## src/rtl/ip_header_parser.sv

```systemverilog
// Front-end parser: picks untagged IPv4 (IHL 5) frames out of the Ethernet byte stream and issues
// an insert (source IP) then a look-up (destination IP) request. Optional header checksum: IPV4_CSUM_CHECK_EN.
module ip_header_parser #(
  parameter int          IP_ADDR_W      = 32,
  parameter logic [15:0] ETHERTYPE_IPV4 = 16'h0800,
  parameter int          HDR_LAST_IDX   = 33
) (
  input  logic                 clk,
  input  logic                 rst,
  input  logic [7:0]           data_i,
  input  logic                 valid_i,
  input  logic                 sof_i,
  input  logic                 eof_i,
  output logic                 insert_val_o,
  output logic                 look_up_val_o,
  output logic [IP_ADDR_W-1:0] ip_addr_o,
  output logic                 frame_drop_o
);

  typedef enum logic [2:0] {
    S_IDLE     = 3'd0,
    S_HDR      = 3'd1,
    S_EMIT_INS = 3'd2,
    S_EMIT_LKP = 3'd3,
    S_SKIP     = 3'd4
  } state_t;

  localparam logic [5:0] LP_LAST = 6'(HDR_LAST_IDX);

  state_t               r_state, w_state_nxt;
  state_t               r_ret, w_ret_nxt;
  logic [5:0]           r_cnt, w_cnt_nxt;
  logic [7:0]           r_et_hi;
  logic [IP_ADDR_W-1:0] r_src, r_dst;
  logic                 w_fail, w_drop, w_sof, w_hdr_byte;

  assign w_sof      = valid_i & sof_i;
  assign w_hdr_byte = valid_i & ~sof_i & (r_state == S_HDR);

`ifdef IPV4_CSUM_CHECK_EN
  logic [7:0]  r_csum_hi;
  logic [15:0] r_csum;
  logic [15:0] w_csum_nxt;

  function automatic logic [15:0] csum_add(input logic [15:0] acc, input logic [15:0] word);
    logic [16:0] sum;
    sum = {1'b0, acc} + {1'b0, word};
    return sum[15:0] + {15'd0, sum[16]};
  endfunction

  assign w_csum_nxt = csum_add(r_csum, {r_csum_hi, data_i});

  // Header checksum: even bytes are held as the high half, odd bytes close the word.
  always_ff @(posedge clk or negedge rst) begin
    if (!rst) begin
      r_csum_hi <= 8'd0;
      r_csum    <= 16'd0;
    end else if (w_sof) begin
      r_csum_hi <= 8'd0;
      r_csum    <= 16'd0;
    end else if (w_hdr_byte && (r_cnt >= 6'd14) && (r_cnt <= LP_LAST)) begin
      if (r_cnt[0]) r_csum <= w_csum_nxt;
      else          r_csum_hi <= data_i;
    end
  end
`endif

  // Field check on the header byte currently presented.
  always_comb begin
    w_fail = 1'b0;
    if (r_cnt == 6'd13) begin
      w_fail = ({r_et_hi, data_i} != ETHERTYPE_IPV4);
    end else if (r_cnt == 6'd14) begin
      w_fail = (data_i != 8'h45);
`ifdef IPV4_CSUM_CHECK_EN
    end else if (r_cnt == LP_LAST) begin
      w_fail = (w_csum_nxt != 16'hFFFF);
`endif
    end else begin
      w_fail = 1'b0;
    end
  end

  // Next-state logic; r_ret remembers where to go once both requests have been issued.
  always_comb begin
    w_state_nxt = r_state;
    w_ret_nxt   = r_ret;
    w_cnt_nxt   = r_cnt;
    w_drop      = 1'b0;
    case (r_state)
      S_IDLE, S_SKIP: begin
        if (w_sof) begin
          w_cnt_nxt   = 6'd1;
          w_drop      = eof_i;
          w_state_nxt = eof_i ? S_IDLE : S_HDR;
        end else if (valid_i && eof_i) begin
          w_state_nxt = S_IDLE;
        end else begin
          w_state_nxt = r_state;
        end
      end
      S_HDR: begin
        if (w_sof) begin
          w_drop      = 1'b1;
          w_cnt_nxt   = 6'd1;
          w_state_nxt = eof_i ? S_IDLE : S_HDR;
        end else if (valid_i) begin
          w_cnt_nxt = r_cnt + 6'd1;
          if (w_fail) begin
            w_drop      = 1'b1;
            w_state_nxt = eof_i ? S_IDLE : S_SKIP;
          end else if (r_cnt == LP_LAST) begin
            w_state_nxt = S_EMIT_INS;
            w_ret_nxt   = eof_i ? S_IDLE : S_SKIP;
          end else if (eof_i) begin
            w_drop      = 1'b1;
            w_state_nxt = S_IDLE;
          end else begin
            w_state_nxt = S_HDR;
          end
        end else begin
          w_state_nxt = S_HDR;
        end
      end
      S_EMIT_INS, S_EMIT_LKP: begin
        // A following frame may already be starting; count its bytes while emitting.
        if (w_sof) begin
          w_cnt_nxt = 6'd1;
          w_drop    = eof_i;
          w_ret_nxt = eof_i ? S_IDLE : S_HDR;
        end else if (valid_i && (r_ret == S_HDR)) begin
          w_cnt_nxt = r_cnt + 6'd1;
          w_drop    = eof_i;
          w_ret_nxt = eof_i ? S_IDLE : S_HDR;
        end else if (valid_i && eof_i) begin
          w_ret_nxt = S_IDLE;
        end else begin
          w_ret_nxt = r_ret;
        end
        w_state_nxt = (r_state == S_EMIT_INS) ? S_EMIT_LKP : w_ret_nxt;
      end
      default: begin
        w_state_nxt = S_IDLE;
        w_ret_nxt   = S_SKIP;
        w_cnt_nxt   = 6'd0;
      end
    endcase
  end

  // State, counter and address capture registers.
  always_ff @(posedge clk or negedge rst) begin
    if (!rst) begin
      r_state <= S_IDLE;
      r_ret   <= S_SKIP;
      r_cnt   <= 6'd0;
      r_et_hi <= 8'd0;
      r_src   <= '0;
      r_dst   <= '0;
    end else begin
      r_state <= w_state_nxt;
      r_ret   <= w_ret_nxt;
      r_cnt   <= w_cnt_nxt;
      if (w_hdr_byte && (r_cnt == 6'd12)) r_et_hi <= data_i;
      if (w_hdr_byte && (r_cnt >= 6'd26) && (r_cnt <= 6'd29)) r_src <= {r_src[IP_ADDR_W-9:0], data_i};
      if (w_hdr_byte && (r_cnt >= 6'd30) && (r_cnt <= LP_LAST)) r_dst <= {r_dst[IP_ADDR_W-9:0], data_i};
    end
  end

  // Registered request bus: pulses line up with the EMIT states, address holds between requests.
  always_ff @(posedge clk or negedge rst) begin
    if (!rst) begin
      insert_val_o  <= 1'b0;
      look_up_val_o <= 1'b0;
      frame_drop_o  <= 1'b0;
      ip_addr_o     <= '0;
    end else begin
      insert_val_o  <= (w_state_nxt == S_EMIT_INS);
      look_up_val_o <= (w_state_nxt == S_EMIT_LKP);
      frame_drop_o  <= w_drop;
      if (w_state_nxt == S_EMIT_INS)      ip_addr_o <= r_src;
      else if (w_state_nxt == S_EMIT_LKP) ip_addr_o <= r_dst;
      else                                ip_addr_o <= ip_addr_o;
    end
  end

endmodule

```

## config.mk

```make
export PLATFORM = sky130hd
export DESIGN_NAME = ip_header_parser
export DESIGN_NICKNAME = d
export VERILOG_FILES = /design/src/rtl/ip_header_parser.sv
export SDC_FILE = /design/constraint.sdc
export NUM_CORES = 1
export LEC_CHECK = 0
export BUFFER_PORTS_ARGS = -buffer_cell sky130_fd_sc_hd__buf_4
export CAP_MARGIN = 30
export CORE_AREA = 8 8 143 145
export CTS_BUF_LIST = sky130_fd_sc_hd__clkbuf_8
export DETAILED_ROUTE_END_ITERATION = 8
export DIE_AREA = 0 0 151 153
export SLEW_MARGIN = 20
export SYNTH_ARGS = -nofsm -noshare
export SYNTH_HDL_FRONTEND = slang
export SYNTH_SLANG_ARGS = --single-unit
```

## constraint.sdc

```tcl
create_clock -name clk -period 2.2 [get_ports clk]
set_clock_uncertainty 0.15 [all_clocks]
set_input_delay 0.11 -clock clk [delete_from_list [all_inputs] [get_ports clk]]
set_output_delay 0.11 -clock clk [all_outputs]
set_load 0.005 [all_outputs]
```

==> results.md, run 1 <==
* Syn avg cell area at 12.4 µm²
* Crit path kind: flop to flop
* Post-route clock period utilization at 98.0%
* Fin. Hold Viols at 0
* Number of synthesized flops with an enable pin at 0
* CTS tree: done
* Top_reg_cell synth: dfrtp_1
* 1st-pass router iterations at 4
* Gr busiest metal: met2
* Post-Route WL at 12.4 mm
* Crit path required time at 2.37 ns
* Layout cells sized above 1 at 38.7%
* Top cells by area, synth: dfrtp_1, mux2_2, a22oi_1
* Syn nets at 432
* Port bufs at 47
* Most common cell in the synthesized netlist: dfrtp_1
* Global-route wire length before repair at 19.3 mm
* Dpl hpwl at 7.53 mm
* Post-synth top cells: dfrtp_1, mux2_2, nor2_1
* Initial antenna violation count at 0
* Met2 usage at 16.7%
* Starting Density at 28.2%
* Clk pin slew, worst setup/hold paths at 0.07 ns
* Num CTS Buffers at 17
* # setup viols final at 0
* Post-Synthesis Cells at 414
* DRC errors left at 0
* Number of core rows at 50
* Post-DR vias/cell at 4.87
* 1st-iter DRT viols at 249
* Yosys reg bits at 119
* Die Span X at 151 µm
* CP arrival at 2.32 ns
* Synthesized area at 0.00515 mm²
* Synth cell types at 48
* Static Leak at 3.13 nW
* Clk root buf: clkbuf_8
* Layout Nets at 514
* Status: completed
* Synth top area share at 57.3%
* Placed Instances at 691
* Crit path launch type: flop
* GPL Wtd Cong at 0.873
* Maximum vdd drop at 360 µV
* HP Class: input port to async pin
* Skew-Pair Late Insertion Delay at 0.44 ns
* Seq/Total Area, Yosys at 57.8%
* Ports at 48
* Die ar. at 0.0231 mm²
* Slew headroom at 68.3%
* RSZ-0062 raised after global routing: yes
* Congestion Overflow GR at 0
* Die height at 153 µm
* Pins over their slew limit at 0
* P per Cell Area at 909 mW/mm²
* Grt met1 use at 12.8%
* Worst Max-Slew Pin Slew at 0.475 ns
* Post-synth top area cell: dfrtp_1
* Fin cells at 743
* Peak fanout along the critical path at 16
* GRT Total Usage at 10.6%
* Max_cap viols at 0
* CTS H-tree lvls at 4
* Min cycle time layout at 2.16 ns
* Sink Count at 119
* Asr flop ratio synth at 100%
* PnR Total Power at 0.00604 W
* Via count at 3,615
* Antenna viol nets, final at 0
* Yosys warnings at 0
* Setup crit end kind: flop
* Vias in the first global route at 3,682
* WL per Instance at 16.7 µm
* # diodes at 0
* Max frequency at 464 MHz
* Met3 GRT Util at 3.96%
* Setup TNS at 0 ns
* Area growth from synthesis to final layout at 29.0%
* Core area at 0.0183 mm²
* Clock tree buffer depth at 2
* Worst Hold Slack at 0.0224 ns
* Pin count of the biggest net entering global routing at 67
==> worst max-delay path, cell delays in order, from the launching register on <==
cell and delay, ns:
dfrtp_1 0.40, or4bb_1 0.52, a21oi_2 0.14, buf_4 0.14, a311oi_4 0.03, buf_6 0.16
clkbuf_16 0.18, a22oi_1 0.21, a21oi_1 0.09
==> metrics by stage <==
step	instance area (µm²)	setup WS (ns)	util (%)
2_1_floorplan	5150	0.160	-
3_3_place_gp	5900	0.115	32.3
3_5_place_dp	5900	0.0656	32.3
4_1_cts	6480	0.0506	35.5
5_1_grt	6650	-0.0381	36.4
6_report	6650	0.0436	36.4
==> flip-flops by register name, summed over array words and instances, names as in the netlist <==
signal and count:
ip_addr_o 32, r_dst 32, r_src 32, r_et_hi 8
r_cnt 6, r_ret 3, r_state 3, frame_drop_o 1
insert_val_o 1, look_up_val_o 1
==> cells in the final DEF, fill, tap and decap left out, types with 7 or more instances in the layout <==
master	instances
a22oi_2	11
nand2_1	10
dlygate4sd3_1	12
clkbuf_8	20
buf_4	61
nor2_1	40
buf_12	7
o21ai_0	11
a21oi_1	37
dfrtp_1	117
inv_1	8
mux2_2	72
a22oi_1	22
==> kinds of logic after synthesis <==
group	count (synthesis)	synth area share [%]
flip-flops	119	57.8
AO/OA/AOI/OAI	105	13.5
AND/OR/NAND/NOR	85	8.62
multiplexers	72	15.7
buffers and inverters	28	3.13
adder cells (fa/ha/maj)	5	1.21
==> final timing paths <==
kind | from | end | slack (ns) | cells past startpoint
setup / recovery | r_state[1] | ip_addr_o[8] | 0.04 | 8
hold / removal | rst | r_dst[31] | 0.02 | 2
setup reg to reg | r_state[1] | ip_addr_o[8] | 0.04 | 8
hold reg to reg | r_et_hi[1] | r_et_hi[1] | 0.36 | 1
max in group asynchronous | rst | r_ret[2] | 1.22 | 3
min in group clk | data_i[3] | r_et_hi[3] | 0.35 | 3
==> repair_timing <==
action	CTS	global route
endpoints found under the hold margin	150	0
buffers inserted	0	5
hold buffers	12	0
resized for setup	0	20
setup endpoints to repair	0	40
==> final cells by class <==
cell class                 instances  area [µm²]
fill                            1790       11600
sequential                       119        2980
multi-input combinational        267        2100
timing repair buffer              85         806
tap                              234         293
clock buffer                      20         275
clock inverter                    12         176
inverter                           6        22.5
==> metal layers <==
layer  wire [µm]  vias up
li1            -     1701
met1        5770     1832
met5           0        -
met3         546       18
met4         204        0
met2        5890       64
==> report_power, final <==
part | leakage (nW) | switching, W | internal (W)
registers | 1.63 | 0.000171 | 0.00243
logic | 1.28 | 0.000625 | 0.000595
clock network | 0.224 | 0.000898 | 0.00132
Power figures use the tool's default switching activity.
==> run 2: changes to the inputs <==
--- a/config.mk
+++ b/config.mk
@@ -5,7 +5,7 @@
 export SDC_FILE = /design/constraint.sdc
 export NUM_CORES = 1
 export LEC_CHECK = 0
-export BUFFER_PORTS_ARGS = -buffer_cell sky130_fd_sc_hd__buf_4
+export BUFFER_PORTS_ARGS = -buffer_cell sky130_fd_sc_hd__buf_2
 export CAP_MARGIN = 30
 export CORE_AREA = 8 8 143 145
 export CTS_BUF_LIST = sky130_fd_sc_hd__clkbuf_8
==> run 2 against run 1 <==
Clock power is 13% lower; sequential cell count did not move; worst hold slack improved by 0.023 ns; maximum frequency grew 1.5%; via count rose by 0.41%; non-clock buffer count is 2 lower; critical path depth stayed put; combinational power decreased by 14%; register-to-register slack improved by 0.03 ns; total power shrank 7.6%; utilization is 1.4 points lower; die area stayed put; largest cell class unchanged.
==> results.md, run 2 (synthesis results as in run 1) <==
* Global-route wire length before repair at 19.2 mm (-0.18%)
* Via count at 3,630 (+0.41%)
* Worst Max-Slew Pin Slew at 0.543 ns (+0.0681 ns)
* Clock share of power at 34.8% (-1.9 points)
* PnR Total Power at 0.00558 W (-7.6%)
* Setup crit end kind: flop
* Most frequent cells in the layout: dfrtp_1, mux2_2, buf_2, nor2_1, a21oi_1
* Die ar. at 0.0231 mm² (unchanged)
* P_int at 0.00395 W (-9.3%)
* WL per Instance at 16.2 µm (-2.9%)
* Sequential share of power at 46.4% (+3.3 points)
* Min cycle time layout at 2.12 ns (-0.0323 ns)
* Clk pin slew, worst setup/hold paths at 0.08 ns (about the same)
* Congestion Overflow GR at 0 (unchanged)
* Pin count of the biggest net entering global routing at 67 (unchanged)
* Skew-Pair Late Insertion Delay at 0.44 ns (about the same)
* P per Cell Area at 873 mW/mm² (-4.0%)
* Dpl hpwl at 7.49 mm (-0.56%)
* Post-Route WL at 12.0 mm (-3.1%)
* GRT Total Usage at 10.5% (-0.088 points)
* Antenna viol nets, final at 0 (unchanged)
* Top cell by count, worst path: buf_4
* Starting Density at 28.2% (unchanged)
* # diodes at 0 (unchanged)
* Finished layout cell area at 0.00639 mm² (-3.8%)
* 1st-iter DRT viols at 221 (-11%)
* Commonest non-fill, non-tap cell in the layout: dfrtp_1
* Worst path cell trace: nor4b_4 -> buf_4 -> nand4_1 -> a22oi_2 -> buf_4 -> buf_8 -> nor2_1 -> a21oi_1
* Gr busiest metal: met2
* Sink Count at 119 (unchanged)
* Max_cap viols at 0 (unchanged)
* Post-placement cell area at 0.00579 mm² (-1.9%)
* Biggest regs: ip_addr_o: 32 flops, r_dst: 32 flops, r_src: 32 flops
* Layout Nets at 512 (-0.39%)
* Logic pwr share at 18.8% (-1.4 points)
* Initial antenna violation count at 0 (unchanged)
* Clk root buf: clkbuf_8
* Register-to-register setup slack at 0.08 ns (+0.03 ns)
* Peak fanout along the critical path at 33 (+17)
* Num CTS Buffers at 17 (unchanged)
* Vias in the first global route at 3,697 (+0.41%)
* CP arrival at 2.34 ns (+0.02 ns)
* CTS H-tree lvls at 4 (unchanged)
* Setup WS post-layout at 0.0759 ns (+0.0323 ns)
* Core area at 0.0183 mm² (unchanged)
* Maximum vdd drop at 418 µV (+16%)
* CTS tree: done
* Max frequency at 471 MHz (+1.5%)
* Crit path launch type: flop
* GPL Wtd Cong at 0.881 (+0.92%)
* Grt met1 use at 12.9% (+0.16 points)
* Clock tree buffer depth at 2 (unchanged)
* # setup viols final at 0 (unchanged)
* Area growth from synthesis to final layout at 24.1%
* Port bufs at 47 (unchanged)
* Crit path kind: flop to flop
* Met2 usage at 16.2% (-0.47 points)
* RSZ-0062 raised after global routing: yes
* Crit path required time at 2.42 ns (+0.05 ns)
* 1st-pass router iterations at 4 (unchanged)
* DRC errors left at 0 (unchanged)
* Post-DR vias/cell at 4.90 (+0.69%)
* Slowest CP cell: dfrtp_1
* Slowest stage delay, CP at 0.46 ns (-0.06 ns)
* Fill cells at 1,830 (+2.2%)
* Ports at 48 (unchanged)
* Fin. Hold Viols at 0 (unchanged)
* Die Span X at 151 µm (unchanged)
* Number of core rows at 50 (unchanged)
* Pins over their slew limit at 0 (unchanged)
* Static Leak at 3.06 nW (-2.3%)
* Switching part of the total power at 29.3% (+1.3 points)
* Die height at 153 µm (unchanged)
* Layout cells sized above 1 at 36.5% (-2.2 points)
* Pre-CTS WS at 0.0885 ns (+0.0228 ns)
* Met3 GRT Util at 3.75% (-0.21 points)
* HP Class: input port to async pin
* Post-route clock period utilization at 96.6% (-1.5 points)
* Psw at 0.00164 W (-3.4%)
* Status: completed
* Slew headroom at 63.8% (-4.5 points)
==> run 2: per-stage QoR <==
| step | setup TNS (ns) | hold WS, ns | util, % | instances |
|---|---|---|---|---|
| CTS | 0 | 0.0424 | 34.6 | 736 |
| floorplan | 0 | -0.336 | - | 414 |
| finish | 0 | 0.0455 | 35.0 | 741 |
| global placement | 0 | -0.0179 | 31.7 | 691 |
| global route | -0.242 | 0.0851 | 35.0 | 741 |
| detailed placement | 0 | -0.0120 | 31.7 | 691 |
==> run 2: path summary, 6_finish.rpt <==
check	startpoint	to	depth (start not counted)
worst max-delay path	r_cnt[4]	ip_addr_o[0]	8
worst min-delay path	rst	r_dst[25]	2
worst max register to register	r_cnt[4]	ip_addr_o[0]	8
worst min register to register	r_dst[30]	r_dst[30]	1
max in group asynchronous	rst	r_ret[2]	3
min in group clk	r_dst[30]	r_dst[30]	1
==> run 2: layer usage <==
metal,vias to the layer above,part of all wire [%]
li1,1691,-
met1,1829,44
met2,90,49
met3,20,5.8
met4,0,1.5
met5,-,0
==> run 2: repair_timing <==
| action | CTS | global route |
|---|---|---|
| endpoints found under the hold margin | 147 | 0 |
| endpoints found under the setup margin | 0 | 66 |
| resized for setup | 0 | 7 |
| setup buffers | 0 | 3 |
| hold buffers | 13 | 0 |
==> run 2: worst max-delay path, delay by kind of cell (launching register included) <==
family,cells,cell delay (ns)
AO/OA/AOI/OAI,2,0.32
flip-flops,1,0.46
buffers and inverters,3,0.59
AND/OR/NAND/NOR,3,0.53
==> run 2: power by group through the flow <==
stage	combinational (W)	clock [W]	sequential, W
2_1_floorplan	0.000539	0	0.00263
3_3_place_gp	0.00101	0	0.00263
3_5_place_dp	0.00103	0	0.00264
4_1_cts	0.00106	0.00200	0.00260
5_1_grt	0.00120	0.00210	0.00263
6_report	0.00105	0.00194	0.00259
==> run 2: layout make-up <==
| type | count | area, µm² | share of cell area (%) |
|---|---|---|---|
| sequential | 119 | 2980 | 46.6 |
| multi-input combinational | 267 | 2050 | 32.0 |
| timing repair buffer | 83 | 661 | 10.3 |
| tap | 234 | 293 | 4.58 |
| clock buffer | 19 | 262 | 4.09 |
| clock inverter | 13 | 131 | 2.05 |
| inverter | 6 | 22.5 | 0.352 |
